==> config.mk <==
export PLATFORM = sky130hd
export DESIGN_NAME = rpc_wr_phy
export DESIGN_NICKNAME = d
export VERILOG_FILES = /design/src/rtl/rpc_wr_phy.sv
export SDC_FILE = /design/constraint.sdc
export NUM_CORES = 1
export LEC_CHECK = 0
export CAP_MARGIN = 20
export CELL_PAD_IN_SITES_DETAIL_PLACEMENT = 0
export CELL_PAD_IN_SITES_GLOBAL_PLACEMENT = 1
export CORE_MARGIN = 2
export CORE_UTILIZATION = 32
export DETAILED_ROUTE_END_ITERATION = 8
export PLACE_DENSITY_LB_ADDON = 0.1
export SYNTH_ARGS = -nofsm -noshare
export SYNTH_HDL_FRONTEND = slang
export SYNTH_SLANG_ARGS = --single-unit
==> constraint.sdc <==
create_clock -name clk_i -period 1.7 [get_ports clk_i]
set_input_delay 0.34 -clock clk_i [delete_from_list [all_inputs] [get_ports clk_i]]
set_output_delay 0.34 -clock clk_i [all_outputs]
set_load 0.02 [all_outputs]
==> src/rtl/rpc_wr_phy.sv <==
// RPC DRAM write PHY: preamble, DQS-strobed data beats, postamble.
// Pad-facing outputs are all registered; data_ready_o decodes state.
module rpc_wr_phy #(
  parameter int PRE_CYC  = 2,
  parameter int POST_CYC = 1,
  parameter int LEN_W    = 6
) (
  input  logic             clk_i,
  input  logic             rst_ni,
  input  logic             start_i,
  input  logic [LEN_W-1:0] len_i,
  input  logic             data_valid_i,
  input  logic [15:0]      data_i,
  output logic             data_ready_o,
  output logic             busy_o,
  output logic             done_o,
  output logic             underrun_o,
  output logic [15:0]      out_db_o,
  output logic             out_dqs_o,
  output logic             out_dqsn_o,
  output logic             oe_db_o,
  output logic             oe_dqs_o,
  output logic             ie_db_o,
  output logic             ie_dqs_o,
  output logic             pd_en_db_o,
  output logic             pd_en_dqs_o
);

  localparam int PW = $clog2(PRE_CYC + 1);
  localparam int QW = $clog2(POST_CYC + 1);

  typedef enum logic [1:0] {
    IDLE, PRE, DATA, POST
  } state_t;

  state_t           state_q, state_d;
  logic [LEN_W-1:0] len_q, len_d;
  logic [LEN_W:0]   cnt_q, cnt_d;
  logic [PW-1:0]    pre_q, pre_d;
  logic [QW-1:0]    post_q, post_d;
  logic [15:0]      db_q, db_d;
  logic             dqs_q, dqs_d;
  logic             dqsn_q;
  logic             oe_q, oe_d;
  logic             busy_q, busy_d;
  logic             done_q, done_d;
  logic             und_q, und_d;
  logic             ie_q;
  logic             pd_q;

  // DATA is entered one cycle before the first beat is visible, since
  // the registered pads lag the accept edge by a cycle.
  always_comb begin
    state_d = state_q;
    len_d   = len_q;
    cnt_d   = cnt_q;
    pre_d   = pre_q;
    post_d  = post_q;
    db_d    = db_q;
    dqs_d   = dqs_q;
    oe_d    = oe_q;
    busy_d  = busy_q;
    done_d  = 1'b0;
    und_d   = und_q;
    unique case (state_q)
      IDLE: begin
        if (start_i) begin
          len_d   = len_i;
          und_d   = 1'b0;
          cnt_d   = '0;
          pre_d   = '0;
          post_d  = '0;
          oe_d    = 1'b1;
          busy_d  = 1'b1;
          db_d    = '0;
          dqs_d   = 1'b0;
          state_d = (PRE_CYC <= 1) ? DATA : PRE;
        end
      end
      PRE: begin
        if (32'(pre_q) + 2 >= PRE_CYC) begin
          state_d = DATA;
        end else begin
          pre_d = pre_q + 1'b1;
        end
      end
      DATA: begin
        if (data_valid_i) begin
          db_d  = data_i;
          dqs_d = ~dqs_q;
          cnt_d = cnt_q + 1'b1;
          if (cnt_q == {1'b0, len_q}) begin
            state_d = POST;
          end
        end else begin
          und_d = 1'b1;
        end
      end
      POST: begin
        if (32'(post_q) >= POST_CYC) begin
          state_d = IDLE;
          done_d  = 1'b1;
          oe_d    = 1'b0;
          busy_d  = 1'b0;
        end else begin
          post_d = post_q + 1'b1;
          db_d   = '0;
          dqs_d  = 1'b0;
        end
      end
    endcase
  end

  always_ff @(posedge clk_i or negedge rst_ni) begin
    if (!rst_ni) begin
      state_q <= IDLE;
      len_q   <= '0;
      cnt_q   <= '0;
      pre_q   <= '0;
      post_q  <= '0;
      db_q    <= '0;
      dqs_q   <= 1'b0;
      dqsn_q  <= 1'b1;
      oe_q    <= 1'b0;
      busy_q  <= 1'b0;
      done_q  <= 1'b0;
      und_q   <= 1'b0;
      ie_q    <= 1'b1;
      pd_q    <= 1'b1;
    end else begin
      state_q <= state_d;
      len_q   <= len_d;
      cnt_q   <= cnt_d;
      pre_q   <= pre_d;
      post_q  <= post_d;
      db_q    <= db_d;
      dqs_q   <= dqs_d;
      dqsn_q  <= ~dqs_d;
      oe_q    <= oe_d;
      busy_q  <= busy_d;
      done_q  <= done_d;
      und_q   <= und_d;
      ie_q    <= ~busy_d;
      pd_q    <= ~oe_d;
    end
  end

  assign data_ready_o = (state_q == DATA);
  assign busy_o       = busy_q;
  assign done_o       = done_q;
  assign underrun_o   = und_q;
  assign out_db_o     = db_q;
  assign out_dqs_o    = dqs_q;
  assign out_dqsn_o   = dqsn_q;
  assign oe_db_o      = oe_q;
  assign oe_dqs_o     = oe_q;
  assign ie_db_o      = ie_q;
  assign ie_dqs_o     = ie_q;
  assign pd_en_db_o   = pd_q;
  assign pd_en_dqs_o  = pd_q;

endmodule

==> qor.txt <==
NumNets Final -> 289
Die W -> 81.6 um
Final Skew -> 0.00785 ns
WP data arrival -> 1.97 ns
Num Clock Sinks -> 40
Placer Congestion -> 0.707
Filler cells -> 531
First-pass DRT Iterations -> 4
Post-Syn Area per Cell -> 10.3 sq um
clk root buf -> clkbuf_8
Setup crit end kind -> flip-flop
# diodes -> 0
WS Path Type -> reg -> reg
GRT Total Usage -> 14.4%
share of cells above drive strength 1 -> 33.6%
Core Util, Final -> 49.6%
RSZ-0062 raised after global routing -> yes
FF+latch count, synth -> 40
synthesized area -> 1930 sq um
Port Buf Inserts -> 53
num rows -> 28
crit share post-route -> 105%
core area -> 5890 sq um
Req. time, crit path -> 1.89 ns
Final Hold Viols -> 4
WL/cell -> 13.4 um
status -> finished with violations
PD cells -> 1720 nW/um^2
synthesized instance count -> 187
Setup WS pre-CTS -> -0.228 ns
synth warn -> 0
Placed Area -> 2690 sq um
CTS tree -> done
vias in the first global route -> 1618
DRT Wirelength -> 4.47 mm
num ports -> 54
fmax -> 0.559 GHz
post-route setup slack -> -0.0884 ns
vias -> 1553
MaxCap Viol Count -> 0
global-route wire length before repair -> 7.32 mm
WHS -> -0.00356 ns
Overflow after GRT -> 0
Post-synth top flop -> dfrtp_1
Synth cell types -> 35
CTS Buffer Depth -> 2
CP Launch Type -> flip-flop
post-route antenna net violation count -> 0
Slew @ Worst Pin -> 0.462 ns
ys async rst share -> 100%
synthesis-to-layout area growth -> 51.5%
DRC Markers -> 0
Num CTS Buffers -> 5
DRT iter0 DRCs -> 36
Post-Syn Nets -> 218
Seq/Total Area, Yosys -> 52.1%
Initial Util -> 32.7%
post-DR vias/cell -> 4.65
Hold WC Path Type -> in -> async
P_leak -> 0.00126 uW
number of synthesized flops with an enable pin -> 0
Max VDD drop -> 0.944 mV
DIE AREA -> 6660 sq um
final setup fails -> 21
Final Max Tran Viols -> 0
Max transition margin -> 69.2%
Die Y -> 81.6 um
CP max FO -> 16
largest net degree at the start of global routing -> 23
Reg clk slew, reported paths -> 0.08 ns
Power Total -> 5030 uW
crit path time final -> 1.79 ns
Clock H-tree levels -> 2
design area -> 2920 sq um
Worst-Skew Late Latency -> 0.29 ns
HPWL after DPL -> 3.23 mm
failing checks -> negative hold slack, negative setup slack
initial antenna violation count -> 0
-- worst max-delay path, cell delays in order, from the launching register on --
cell	delay, ns
dfrtp_2	0.46
buf_6	0.13
ha_2	0.17
or4_4	0.60
buf_12	0.18
nand2_1	0.08
o21ai_2	0.05
-- timing repair --
action | CTS | global route
setup buffers | 3 | 1
endpoints found under the setup margin | 27 | 33
hold buffers | 0 | 0
pin swaps | 4 | 7
hold endpoints to repair | 0 | 0
gates cloned | 1 | 0
resized for setup | 9 | 20
-- metrics by stage --
step,std cells,setup TNS [ns]
after floorplan,187,-0.891
after global placement,322,-3.72
after detailed placement,322,-4.54
after CTS,334,-1.70
after global routing,334,-2.86
final,334,-1.40
-- sequential cells by signal, indices dropped and copies added, names as in the netlist --
signal and cells:
underrun_o 1, ie_db_o 1, cnt_q 7, post_q 1
pd_en_db_o 1, oe_db_o 1, out_dqsn_o 1, out_db_o 16
busy_o 1, done_o 1, out_dqs_o 1, state_q 2
len_q 6
-- cells by family (layout without fill, tap and decap cells) --
family | count (synthesis) | after routing | share of synthesized area [%]
compound gates | 38 | 38 | 14.0
xor+xnor | 8 | 8 | 3.64
fa+ha+maj | 5 | 5 | 3.25
buf+inv | 21 | 93 | 6.36
flops | 40 | 40 | 52.1
mux | 7 | 7 | 4.09
simple gates | 68 | 68 | 16.5
-- layout make-up --
class / count / area, sq um / share of cell area, %
multi-input combinational: 126 / 933 / 32.0
sequential: 40 / 1010 / 34.5
inverter: 9 / 36.3 / 1.24
clock buffer: 6 / 72.6 / 2.49
timing repair buffer: 76 / 741 / 25.4
tap: 75 / 93.8 / 3.21
clock inverter: 2 / 35.0 / 1.20
-- cells in the mapped netlist, drive strengths merged, types with 2 or more instances --
library cell,instances,area [sq um]
a21oi,3,15.0
a22o,2,17.5
a31o,2,17.5
a31oi,2,12.5
buf,9,77.6
clkbuf,3,11.3
dfrtp,37,926
dfstp,3,78.8
ha,5,62.6
inv,9,33.8
mux2,7,78.8
nand2,40,150
nand3,3,15.0
nand4,2,12.5
nor2,8,30.0
nor2b,4,32.5
nor3,2,10.0
nor4,3,18.8
o21ai,27,188
xnor2,2,17.5
xor2,6,52.6
-- final timing paths --
| kind | cells after the start | end | slack [ns] | startpoint |
|---|---|---|---|---|
| min in group clk_i | 2 | out_db_o[4] | 0.48 | out_db_o[4] |
| max | 6 | out_db_o[11] | -0.09 | state_q[0] |
| max in group asynchronous | 2 | cnt_q[2] | 1.23 | rst_ni |
| max reg2reg | 6 | out_db_o[11] | -0.09 | state_q[0] |
| min reg2reg | 2 | out_db_o[4] | 0.48 | out_db_o[4] |
| min | 1 | out_db_o[2] | -0.004 | rst_ni |
-- routing by layer --
layer / track usage [%] / wire length, um
met5: 0 / 0
met4: 4.00 / 32
met3: 3.52 / 209
met2: 25.7 / 2350
met1: 17.2 / 1880
-- where the power goes --
group | leakage [uW] | internal [uW] | switching (uW) | total, uW
sequential | 0.000514 | 1280 | 226 | 1510
combinational | 0.000689 | 1340 | 1420 | 2760
clock | 0.0000552 | 436 | 325 | 760
total | 0.00126 | 3050 | 1970 | 5030
-- layout by cell type (no fill, tap or decap), drive strengths merged, types with 3 or more instances in the layout --
master,instances
clkdlybuf4s50,46
nand2,40
dfrtp,37
o21ai,27
buf,24
inv,9
nor2,8
mux2,7
xor2,6
clkbuf,6
dlygate4sd2,5
ha,5
nor2b,4
nand3,3
dfstp,3
nor4,3
a21oi,3
Note: power is estimated with default switching activity, not from simulation.
